$ cat src/rtl/pixel_repack.sv
// rtl/pixel_repack.sv - byte-stream repacker, DAT_BYTES-wide words in, PIX_BYTES-wide pixels out
//
// Purpose: buffers input bytes (little-endian, oldest byte at buffer index 0) and emits
//   PIX_BYTES-wide pixels with ready/valid on both sides, frame-end (last) handling and a
//   sticky flag for frames that end with a partial pixel.
// Ports:
//   clk, rst        clock (rising edge), asynchronous active-low reset
//   idat/ival/ilast input word, valid, last word of frame; irdy = word accepted this cycle
//   odat/oval/olast output pixel, valid, last complete pixel of frame; ordy = pixel taken
//   tail_err        sticky: a frame ended with leftover bytes that were dropped
//   err_clr         synchronous clear of tail_err (a same-cycle set wins)
module pixel_repack #(
  parameter int DAT_BYTES = 4,
  parameter int PIX_BYTES = 3,
  parameter int CAP_BYTES = 2 * ((DAT_BYTES > PIX_BYTES) ? DAT_BYTES : PIX_BYTES)
) (
  input  logic                   clk,
  input  logic                   rst,
  input  logic [8*DAT_BYTES-1:0] idat,
  input  logic                   ival,
  input  logic                   ilast,
  output logic                   irdy,
  output logic [8*PIX_BYTES-1:0] odat,
  output logic                   oval,
  output logic                   olast,
  input  logic                   ordy,
  output logic                   tail_err,
  input  logic                   err_clr
);

  localparam int CNT_W = $clog2(CAP_BYTES + 1);
  localparam logic [CNT_W-1:0] DAT_C = CNT_W'(DAT_BYTES);
  localparam logic [CNT_W-1:0] PIX_C = CNT_W'(PIX_BYTES);

  // ST_DRAIN means the last word of a frame has been accepted and is being flushed.
  typedef enum logic {ST_RUN, ST_DRAIN} state_t;

  state_t           state_q, state_d;
  logic [CNT_W-1:0] count_q, count_d;
  logic [7:0]       buf_q [CAP_BYTES];
  logic [7:0]       buf_d [CAP_BYTES];
  logic             tail_err_q, tail_err_d;
  logic             push, pop;
  logic [CNT_W-1:0] wr_base;

  // All outputs come from registered state only; irdy never looks at ordy.
  assign oval     = (count_q >= PIX_C);
  assign olast    = (state_q == ST_DRAIN) && oval && (int'(count_q) < 2 * PIX_BYTES);
  assign irdy     = rst && (state_q == ST_RUN) && (int'(count_q) <= CAP_BYTES - DAT_BYTES);
  assign tail_err = tail_err_q;

  always_comb begin
    odat = '0;
    for (int i = 0; i < PIX_BYTES; i++) begin
      odat[8*i +: 8] = buf_q[i];
    end
  end

  always_comb begin
    push       = ival && irdy;
    pop        = oval && ordy;
    state_d    = state_q;
    tail_err_d = err_clr ? 1'b0 : tail_err_q;
    count_d    = count_q + (push ? DAT_C : '0) - (pop ? PIX_C : '0);
    // New word lands just above the bytes that survive this cycle's pop.
    wr_base    = pop ? (count_q - PIX_C) : count_q;

    for (int i = 0; i < CAP_BYTES; i++) begin
      buf_d[i] = buf_q[i];
    end
    if (pop) begin
      for (int i = 0; i < CAP_BYTES - PIX_BYTES; i++) begin
        buf_d[i] = buf_q[i + PIX_BYTES];
      end
      for (int i = CAP_BYTES - PIX_BYTES; i < CAP_BYTES; i++) begin
        buf_d[i] = 8'h00;
      end
    end
    for (int i = 0; i < CAP_BYTES; i++) begin
      for (int j = 0; j < DAT_BYTES; j++) begin
        if (push && (int'(wr_base) + j == i)) begin
          buf_d[i] = idat[8*j +: 8];
        end
      end
    end

    if (push && ilast) begin
      state_d = ST_DRAIN;
    end

    // Frame flushed down to a partial pixel: drop it and reopen the input.
    if ((state_q == ST_DRAIN) && !oval) begin
      if (count_q != '0) begin
        tail_err_d = 1'b1;
      end
      count_d = '0;
      for (int i = 0; i < CAP_BYTES; i++) begin
        buf_d[i] = 8'h00;
      end
      state_d = ST_RUN;
    end
  end

  always_ff @(posedge clk or negedge rst) begin
    if (!rst) begin
      state_q    <= ST_RUN;
      count_q    <= '0;
      tail_err_q <= 1'b0;
      for (int i = 0; i < CAP_BYTES; i++) begin
        buf_q[i] <= 8'h00;
      end
    end else begin
      state_q    <= state_d;
      count_q    <= count_d;
      tail_err_q <= tail_err_d;
      for (int i = 0; i < CAP_BYTES; i++) begin
        buf_q[i] <= buf_d[i];
      end
    end
  end

endmodule

$ cat config.mk
export PLATFORM = sky130hd
export DESIGN_NAME = pixel_repack
export DESIGN_NICKNAME = d
export VERILOG_FILES = /design/src/rtl/pixel_repack.sv
export SDC_FILE = /design/constraint.sdc
export NUM_CORES = 1
export LEC_CHECK = 0
export ABC_AREA = 1
export BUFFER_PORTS_ARGS = -buffer_cell sky130_fd_sc_hd__buf_2
export CAP_MARGIN = 5
export CELL_PAD_IN_SITES_DETAIL_PLACEMENT = 1
export CELL_PAD_IN_SITES_GLOBAL_PLACEMENT = 2
export CORE_MARGIN = 2
export CORE_UTILIZATION = 35
export DETAILED_ROUTE_END_ITERATION = 10
export GPL_TIMING_DRIVEN = 1
export PLACE_DENSITY = 0.9
export SKIP_CTS_REPAIR_TIMING = 1
export SLEW_MARGIN = 40
export SYNTH_ARGS = -nofsm -noshare
export SYNTH_HDL_FRONTEND = slang
export SYNTH_SLANG_ARGS = --single-unit
export TNS_END_PERCENT = 10
$ cat constraint.sdc
create_clock -name clk -period 6.1 [get_ports clk]
set_clock_uncertainty 0.2 [all_clocks]
set_input_delay 0.305 -clock clk [delete_from_list [all_inputs] [get_ports clk]]
set_output_delay 0.305 -clock clk [all_outputs]
set_load 0.01 [all_outputs]
==> results of run 1 <==
==> cell usage after synthesis (7+ instances only) <==
master	instances
nand2_2	15
nand4_1	38
inv_1	123
a21oi_1	14
clkbuf_1	7
buf_4	28
nand2_1	408
o22ai_1	11
inv_2	15
o21ai_0	86
nor2_1	74
o21ai_1	24
nor2_4	9
nand3_1	83
ha_1	8
nand3_2	8
dfrtp_1	70
buf_2	15
==> area by class of cell <==
cell class	count	area, sq um	area share
clock inverter	3	67.6	0.00960
timing repair buffer	69	369	0.0524
clock buffer	12	256	0.0364
inverter	139	524	0.0745
multi-input combinational	805	3780	0.538
sequential	70	1750	0.249
tap	229	287	0.0407
==> cells by family (layout without fill, tap and decap cells) <==
| group | Yosys count | count (layout) | share of synthesized area |
|---|---|---|---|
| AO/OA/AOI/OAI | 146 | 146 | 0.122 |
| XOR/XNOR | 1 | 1 | 0.00136 |
| adder cells (fa/ha/maj) | 9 | 9 | 0.0187 |
| buffers and inverters | 195 | 223 | 0.138 |
| flip-flops | 70 | 70 | 0.273 |
| AND/OR/NAND/NOR | 649 | 649 | 0.447 |
==> final timing paths <==
| path | start | end | cells after the start |
|---|---|---|---|
| setup / recovery | count_q[1] | odat[4] | 13 |
| hold / removal | rst | buf_q[16] | 2 |
| setup reg to reg | count_q[1] | odat[4] | 13 |
| hold reg to reg | odat[16] | odat[16] | 2 |
| max in group asynchronous | rst | buf_q[35] | 3 |
| min in group clk | idat[23] | buf_q[7] | 5 |
==> per-layer routing <==
metal	up-vias	part of all wire	global-route usage
met1	3506	0.45	0.402
met4	0	0.035	0.112
li1	3416	-	-
met3	68	0.062	0.0420
met2	246	0.45	0.451
met5	-	0	0
==> registers in the layout (all words and copies together), names as in the netlist <==
register / count
buf_q: 40
count_q: 4
odat: 24
state_q: 1
tail_err: 1
==> power by group <==
part	switching [mW]	total (mW)	leakage [nW]	internal (mW)
Sequential	0.110	0.730	0.961	0.619
Clock	0.217	0.596	0.155	0.379
Combinational	1.11	1.56	2.84	0.445
==> worst register-to-register path, stage by stage (launching register included) <==
cell and delay, ns:
dfrtp_1 0.45, ha_1 0.22, inv_1 0.19, a21boi_2 0.10, ha_1 0.34, nor2_2 0.20, inv_1 0.10, nor2_4 0.54
nand3_2 0.45, nand3_1 0.25, nand2_1 0.21, nor2_1 0.17, nand2_1 0.07, nand2_1 0.06
==> impl_metrics.env, run 1 <==
export IMPL_outcome="completed"
export IMPL_grt_pass1_wl_um=42300
export IMPL_async_flop_share=1.00
export IMPL_cts_buffers=9
export IMPL_avgSynthCellArea_sq_um=6.00
export IMPL_path_clk_slew_ns=0.06
export IMPL_cp_cell_sequence="ha_1 -> inv_1 -> a21boi_2 -> ha_1 -> nor2_2 -> inv_1 -> nor2_4 -> nand3_2 -> nand3_1 -> nand2_1 -> nor2_1 -> nand2_1 -> nand2_1"
export IMPL_grt_max_degree=70
export IMPL_cp_max_fo=25
export IMPL_synth_cell_types=35
export IMPL_placed_area_sq_um=6680
export IMPL_syn_area_sq_um=6420
export IMPL_core_sq_um=18000
export IMPL_h_tree_depth=3
export IMPL_hold_violations=0
export IMPL_mostFrequentLayoutCell="nand2_1"
export IMPL_grt_usage=0.288
export IMPL_synth_ff_type="dfrtp_1"
export IMPL_cp_slowest_stage_delay_ns=0.54
export IMPL_holdWs_ns=0.0983
export IMPL_place_inst=1309
export IMPL_fin_util=0.392
export IMPL_drv_slew=0
export IMPL_regToRegSetupSlack_ns=2.51
export IMPL_synth_seq_area_share=0.273
export IMPL_start_kind="register"
export IMPL_min_period_ns=3.59
export IMPL_avgRoutedWirePerCell_um=21.0
export IMPL_crit_required_ns=6.19
export IMPL_grt_pass1_vias=7037
export IMPL_cts_tree="done"
export IMPL_hold_class="primary input to asynchronous set/reset pin"
export IMPL_synthCells=1070
export IMPL_viasPerCell=5.45
export IMPL_setup_violations=0
export IMPL_final_nets=1141
export IMPL_firstDrtPassIters=5
export IMPL_power_mw=2.88
export IMPL_leakagePower_nw=3.96
export IMPL_portBuffers=65
export IMPL_clk_latency_ns=0.35
export IMPL_cp_end_kind="register"
export IMPL_finalWorstSetupSlack_ns=2.51
export IMPL_relSlewSlack=0.511
export IMPL_gp_congestion=1.02
export IMPL_die_area_sq_um=19400
export IMPL_start_util=0.358
export IMPL_area_growth_syn_to_layout_pct=9.62
export IMPL_io_pins=66
export IMPL_cts_root_buf="clkbuf_16"
export IMPL_synth_area_leaders="dfrtp_1 (27%), nand2_1 (24%), inv_1 (7.2%)"
export IMPL_die_y_um=139
export IMPL_die_w_um=139
export IMPL_ys_ff_latch=70
export IMPL_post_route_period_util=0.589
export IMPL_vias=7236
export IMPL_final_cell_area_sq_um=7040
export IMPL_crit_top_cell="nand2_1"
export IMPL_clock_path_buffers=2
export IMPL_drive_above_1_share=0.132
export IMPL_worst_slew_pin_transition_ns=0.731
export IMPL_antennaDiodeCount=0
export IMPL_cts_sinks=70
export IMPL_fillers=2498
export IMPL_path_class="register to register"
export IMPL_synth_edf_count=0
export IMPL_ir_worst_vdd_uv=168
export IMPL_rows=49
export IMPL_final_cells=1327
export IMPL_pre_cts_ws_ns=2.57
export IMPL_overflow=0
export IMPL_hpwlAfterDp_um=20300
export IMPL_critPathSlowestCell="nor2_4"
export IMPL_fmax_mhz=278
export IMPL_cp_arrival_ns=3.68
export IMPL_rsz0062_at_grt="no"
export IMPL_yosys_area_top_type_share=0.273
export IMPL_wl_um=27900
export IMPL_yosys_warnings=0
export IMPL_cp_buffers_inverters=2
export IMPL_final_cell_mix="nand2_1 (408), inv_1 (123), o21ai_0 (86), nand3_1 (83), nor2_1 (73)"
export IMPL_syn_nets=1117
export IMPL_maxCapViolCount=0
export IMPL_antenna_left=0
export IMPL_route_detailed_drc=0
export IMPL_yosys_area_top_type="dfrtp_1"
export IMPL_tns_ns=0
export IMPL_drt_iter0_drc=700
export IMPL_power_density_nw_per_um2=410
export IMPL_antenna_found_initial=0
export IMPL_path_delay_family="simple AND/OR/NAND/NOR gates"
(Power assumes the default switching activity.)
==> run 2, diff against run 1 <==
Settings changed: CORE_UTILIZATION 35 to 29, PLACE_DENSITY 0.9 to 0.8.
Clock period 6.1 ns to 3.2 ns, I/O delays scaled along.
==> run 2 against run 1 <==
- the flow now finishes with violations (hold timing)
- power rose by 97%
- sequential power rose by 89%
- utilization fell by 5.0 points
- flip-flop and latch count did not move
- count of clock-buffer cells in the layout did not move
- first-iteration DRC count fell by 15%
- design area rose by 5.7%
- critical path depth did not move
- combinational power rose by 110%
- worst hold slack got worse by 0.12 ns
- critical path type unchanged
- critical endpoint is now buf_q[21]
- largest power group unchanged
==> impl_metrics.env, run 2 (synthesis gave the netlist of run 1 again) <==
export IMPL_cts_buffers=9
export IMPL_area_growth_syn_to_layout_pct=15.8
export IMPL_portBuffers=65
export IMPL_worstSetupPathDepth=13
export IMPL_violations="hold timing"
export IMPL_cp_cell_sequence="ha_1 -> inv_2 -> a21boi_2 -> ha_1 -> nor2_2 -> inv_1 -> nor2_4 -> buf_12 -> nand2_1 -> inv_2 -> nor3_2 -> nand4_1 -> nand2_1"
export IMPL_start_kind="register"
export IMPL_cts_root_buf="clkbuf_16"
export IMPL_power_mw=5.68
export IMPL_avgRoutedWirePerCell_um=21.1
export IMPL_vias=7384
export IMPL_min_period_ns=3.04
export IMPL_crit_required_ns=3.29
export IMPL_routed_top_layer="met4"
export IMPL_grt_pass1_vias=7289
export IMPL_final_nets=1179
export IMPL_route_detailed_drc=0
export IMPL_reg2reg_from="count_q[0]"
export IMPL_post_route_period_util=0.951
export IMPL_antennaDiodeCount=0
export IMPL_outcome="finished with violations"
export IMPL_path_class="register to register"
export IMPL_wl_met3_um=2000
export IMPL_drv_slew=0
export IMPL_final_cell_mix="nand2_1 (404), inv_1 (120), o21ai_0 (85), nand3_1 (82), nor2_1 (73)"
export IMPL_path_clk_slew_ns=0.06
export IMPL_finalWorstSetupSlack_ns=0.157
export IMPL_setup_violations=0
export IMPL_regMostFlops="buf_q"
export IMPL_reg2reg_to="buf_q[21]"
export IMPL_cts_tree="done"
export IMPL_grt_usage=0.257
export IMPL_hold_violations=2
export IMPL_io_pins=66
export IMPL_relSlewSlack=0.574
export IMPL_power_density_nw_per_um2=763
export IMPL_clk_latency_ns=0.36
export IMPL_die_w_um=153
export IMPL_drive_above_1_share=0.166
export IMPL_gp_congestion=0.989
export IMPL_hpwlAfterDp_um=22200
export IMPL_cp_slowest_stage_delay_ns=0.55
export IMPL_critPathSlowestCell="nor3_2"
export IMPL_antenna_left=0
export IMPL_overflow=0
export IMPL_rr_worst_depth=13
export IMPL_holdWs_ns=-0.0199
export IMPL_die_area_sq_um=23400
export IMPL_cp_buffers_inverters=4
export IMPL_maxCapViolCount=0
export IMPL_fmax_mhz=329
export IMPL_cp_end_kind="register"
export IMPL_dr_wl_met2_um=13400
export IMPL_cp_arrival_ns=3.14
export IMPL_wl_met1_um=13300
export IMPL_cts_sinks=70
export IMPL_path_delay_family="simple AND/OR/NAND/NOR gates"
export IMPL_cp_max_fo=11
export IMPL_tns_ns=0
export IMPL_hold_class="primary input to register"
export IMPL_leakagePower_nw=4.14
export IMPL_mostFrequentLayoutCell="nand2_1"
export IMPL_core_sq_um=21800
export IMPL_min_path_cells=5
export IMPL_firstDrtPassIters=5
export IMPL_wl_um=29900
export IMPL_drt_iter0_drc=597
export IMPL_min_to="buf_q[17]"
export IMPL_pre_cts_ws_ns=0.0883
export IMPL_grt_max_degree=44
export IMPL_worstHoldStart="idat[1]"
export IMPL_worst_slew_pin_transition_ns=0.636
export IMPL_regToRegSetupSlack_ns=0.16
export IMPL_h_tree_depth=3
export IMPL_viasPerCell=5.21
export IMPL_grt_pass1_wl_um=45500
export IMPL_start_util=0.295
export IMPL_antenna_found_initial=0
export IMPL_die_y_um=153
export IMPL_rsz0062_at_grt="yes"
export IMPL_rows=54
export IMPL_ir_worst_vdd_uv=299
export IMPL_clock_path_buffers=2
export IMPL_largest_reg_flops=40
## run 2: cell types whose count changed in the layout (fill, tap and decap cells not counted), moves of 3 or more
cell and delta:
buf_4 +31, dlygate4sd3_1 +4, nand2_1 -4, inv_1 -3
inv_2 +3, nand2_4 +3
## run 2: per-layer routing
layer / track usage / vias to the layer above
li1: - / 3513
met1: 0.346 / 3558
met2: 0.404 / 247
met3: 0.0476 / 66
met4: 0.112 / 0
met5: 0 / -
## run 2: worst reg2reg max path: stages, from the launching register on
cell and delay [ns]:
dfrtp_1 0.41, ha_1 0.23, inv_2 0.12, a21boi_2 0.08, ha_1 0.38, nor2_2 0.09, inv_1 0.11, nor2_4 0.10
buf_12 0.16, nand2_1 0.12, inv_2 0.12, nor3_2 0.55, nand4_1 0.18, nand2_1 0.12
## run 2: worst max-delay path by stage
| stage | start | end | slack, ns |
|---|---|---|---|
| floorplan | count_q[1] | buf_q[35] | 0.44 |
| global placement | count_q[0] | odat[13] | 0.18 |
| detailed placement | count_q[0] | odat[13] | 0.09 |
| CTS | count_q[0] | odat[13] | 0.08 |
| global route | count_q[1] | buf_q[24] | -0.02 |
| finish | count_q[0] | buf_q[21] | 0.16 |
## run 2: cell type report
| class | count | area (sq um) |
|---|---|---|
| multi-input cells | 805 | 3830 |
| flip-flops and latches | 70 | 1750 |
| repair buffers | 107 | 684 |
| clock inverters | 3 | 45.0 |
| clock buffers | 12 | 246 |
| well taps | 280 | 350 |
| inverters | 139 | 524 |
| fillers | 2895 | 14300 |
## run 2: report_power, final
group / switching (mW) / internal [mW] / total [mW]
combinational: 2.25 / 0.979 / 3.23
sequential: 0.202 / 1.18 / 1.38
clock: 0.437 / 0.622 / 1.06
total: 2.89 / 2.78 / 5.68
## run 2: per-stage QoR
stage,instances,cell area (sq um),util
finish,1416,7440,0.342
global route,1416,7440,0.342
CTS,1408,7300,0.335
detailed placement,1393,7000,0.322
global placement,1393,7000,0.322
floorplan,1070,6420,-
==> run 3, diff against run 2 <==
Settings changed: ABC_AREA 1 to 0, CORE_UTILIZATION 29 to 33, MAX_ROUTING_LAYER from default to met4, PLACE_DENSITY 0.8 to 0.79.
==> run 3 against run 2 <==
- die area decreased by 19%
- clock power barely moved
- the run ends with setup timing left
- first-iteration DRC count fell by 0.34%
- cell count fell by 28%
- critical path type unchanged
==> impl_metrics.env, run 3 <==
export IMPL_die_area_sq_um=19000
export IMPL_gp_congestion=0.967
export IMPL_final_cell_area_sq_um=7720
export IMPL_yosys_area_top_type_share=0.296
export IMPL_synth_ff_type="dfrtp_1"
export IMPL_cts_root_buf="clkbuf_16"
export IMPL_reg2reg_from="count_q[0]"
export IMPL_syn_area_sq_um=5910
export IMPL_h_tree_depth=3
export IMPL_die_y_um=138
export IMPL_rows=48
export IMPL_grt_pass1_wl_um=38700
export IMPL_cp_end_kind="register"
export IMPL_final_cell_mix="buf_4 (95), nand2_1 (70), dfrtp_1 (68), buf_2 (64), nor2_1 (46)"
export IMPL_drive_above_1_share=0.375
export IMPL_place_inst=989
export IMPL_relSlewSlack=0.406
export IMPL_io_pins=66
export IMPL_fmax_mhz=305
export IMPL_hold_violations=0
export IMPL_placed_area_sq_um=7030
export IMPL_worst_slew_pin_transition_ns=0.886
export IMPL_largest_reg_flops=40
export IMPL_min_period_ns=3.28
export IMPL_leakagePower_nw=3.40
export IMPL_hold_class="primary input to register"
export IMPL_overflow=0
export IMPL_synth_edf_count=0
export IMPL_cts_sinks=70
export IMPL_yosys_top_cells_count="nand2_1 (71), dfrtp_1 (70), nor2_1 (47), o21ai_0 (40), a21oi_1 (33)"
export IMPL_grt_max_degree=54
export IMPL_cts_tree="done"
export IMPL_grt_pass1_vias=6632
export IMPL_outcome="finished with violations"
export IMPL_post_route_period_util=1.03
export IMPL_antenna_found_initial=0
export IMPL_syn_nets=720
export IMPL_antenna_left=0
export IMPL_route_detailed_drc=0
export IMPL_cp_max_fo=12
export IMPL_viasPerCell=6.24
export IMPL_crit_start="count_q[0]"
export IMPL_regMostFlops="buf_q"
export IMPL_yosysMostFrequentCell="nand2_1"
export IMPL_yosys_warnings=0
export IMPL_violations="setup timing"
export IMPL_yosys_area_top_type="dfrtp_1"
export IMPL_vias=6335
export IMPL_rr_worst_depth=13
export IMPL_ir_worst_vdd_uv=312
export IMPL_synth_cell_types=80
export IMPL_avgSynthCellArea_sq_um=8.79
export IMPL_mostFrequentLayoutCell="buf_4"
export IMPL_wl_um=25400
export IMPL_rsz0062_at_grt="yes"
export IMPL_synth_seq_area_share=0.296
export IMPL_path_class="register to register"
export IMPL_finalWorstSetupSlack_ns=-0.0814
export IMPL_core_sq_um=17400
export IMPL_path_clk_slew_ns=0.07
export IMPL_fin_util=0.443
export IMPL_synthCells=673
export IMPL_power_mw=7.01
export IMPL_antennaDiodeCount=0
export IMPL_drv_slew=0
export IMPL_area_growth_syn_to_layout_pct=30.5
export IMPL_cp_arrival_ns=3.31
export IMPL_setup_violations=13
export IMPL_power_density_nw_per_um2=909
export IMPL_tns_ns=-0.464
export IMPL_hpwlAfterDp_um=18200
export IMPL_synth_area_leaders="dfrtp_1 (30%), nand2_1 (4.5%), mux2i_1 (4.1%)"
export IMPL_start_util=0.340
export IMPL_maxCapViolCount=0
export IMPL_clk_latency_ns=0.36
export IMPL_die_w_um=138
export IMPL_clock_path_buffers=2
export IMPL_drt_iter0_drc=595
export IMPL_portBuffers=65
export IMPL_reg2reg_to="buf_q[29]"
export IMPL_firstDrtPassIters=6
export IMPL_start_kind="register"
export IMPL_final_nets=833
export IMPL_final_cells=1016
export IMPL_grt_usage=0.279
export IMPL_crit_required_ns=3.23
export IMPL_async_flop_share=1.00
export IMPL_regToRegSetupSlack_ns=-0.08
export IMPL_cts_buffers=9
export IMPL_avgRoutedWirePerCell_um=25.0
export IMPL_ys_ff_latch=70
export IMPL_cp_endpoint="buf_q[29]"
[run 3: cell types whose count changed after synthesis, sizes merged, moves of 22 or more]
cell,before,now
nand3,91,5
a21oi,14,38
inv,139,23
nor2,87,49
mux2i,0,24
nand2,429,74
o21ai,112,55
nand4,38,3
o31ai,0,22
a22o,0,22
[run 3: how the worst min path moves through the flow]
| stage | slack (ns) | cells after the start | end | from |
|---|---|---|---|---|
| global route | 0.07 | 2 | buf_q[22] | idat[30] |
| global placement | 0.02 | 2 | count_q[3] | rst |
| finish | 0.05 | 2 | buf_q[22] | idat[30] |
| CTS | -0.36 | 2 | count_q[2] | rst |
| detailed placement | 0.03 | 2 | tail_err | rst |
| floorplan | -0.34 | 0 | buf_q[0] | rst |
[run 3: critical path, cell delays in order, from the launching register on]
cell	delay (ns)
dfrtp_2	0.44
ha_4	0.18
buf_4	0.15
nand2b_4	0.15
a21boi_4	0.18
inv_2	0.08
buf_6	0.13
buf_4	0.13
or4_4	0.54
a21oi_4	0.19
buf_12	0.17
mux2_2	0.34
mux2i_2	0.18
o21ai_2	0.09
[run 3: kinds of logic (layout without fill, tap and decap cells)]
kind of cell / after synthesis / in the layout / share of synthesized area
flip-flops: 70 / 70 / 0.296
AO/OA/AOI/OAI: 277 / 277 / 0.363
AND/OR/NAND/NOR: 176 / 176 / 0.161
adder cells (fa/ha/maj): 9 / 9 / 0.0203
multiplexers: 38 / 38 / 0.0673
XOR/XNOR: 5 / 5 / 0.00741
buffers and inverters: 98 / 216 / 0.0853
[run 3: per-layer routing]
| metal | share of wire | wire length (um) | track usage |
|---|---|---|---|
| met1 | 0.42 | 10500 | 0.347 |
| met2 | 0.49 | 12300 | 0.455 |
| met3 | 0.061 | 1540 | 0.0340 |
| met4 | 0.038 | 957 | 0.124 |
| met5 | 0 | 0 | - |
[run 3: where the power goes]
part | leakage, nW | switching (mW) | internal [mW] | total (mW)
clock | 0.134 | 0.445 | 0.605 | 1.05
sequential | 0.946 | 0.213 | 1.22 | 1.43
combinational | 2.32 | 2.48 | 2.05 | 4.53
total | 3.40 | 3.13 | 3.88 | 7.01
[run 3: final cells by class]
class | instances | area [sq um]
fill | 2019 | 9700
clock inverter | 7 | 73.8
sequential | 70 | 1750
inverter | 23 | 91.3
multi-input combinational | 505 | 4000
timing repair buffer | 177 | 1290
clock buffer | 9 | 225
tap | 225 | 282
[run 3: through the flow]
step,setup slack [ns],hold WS [ns]
after global routing,-0.171,0.0665
after global placement,-0.235,0.0194
after detailed placement,-0.287,0.0256
final,-0.0814,0.0518
after CTS,-0.323,-0.358
after floorplan,-0.195,-0.336
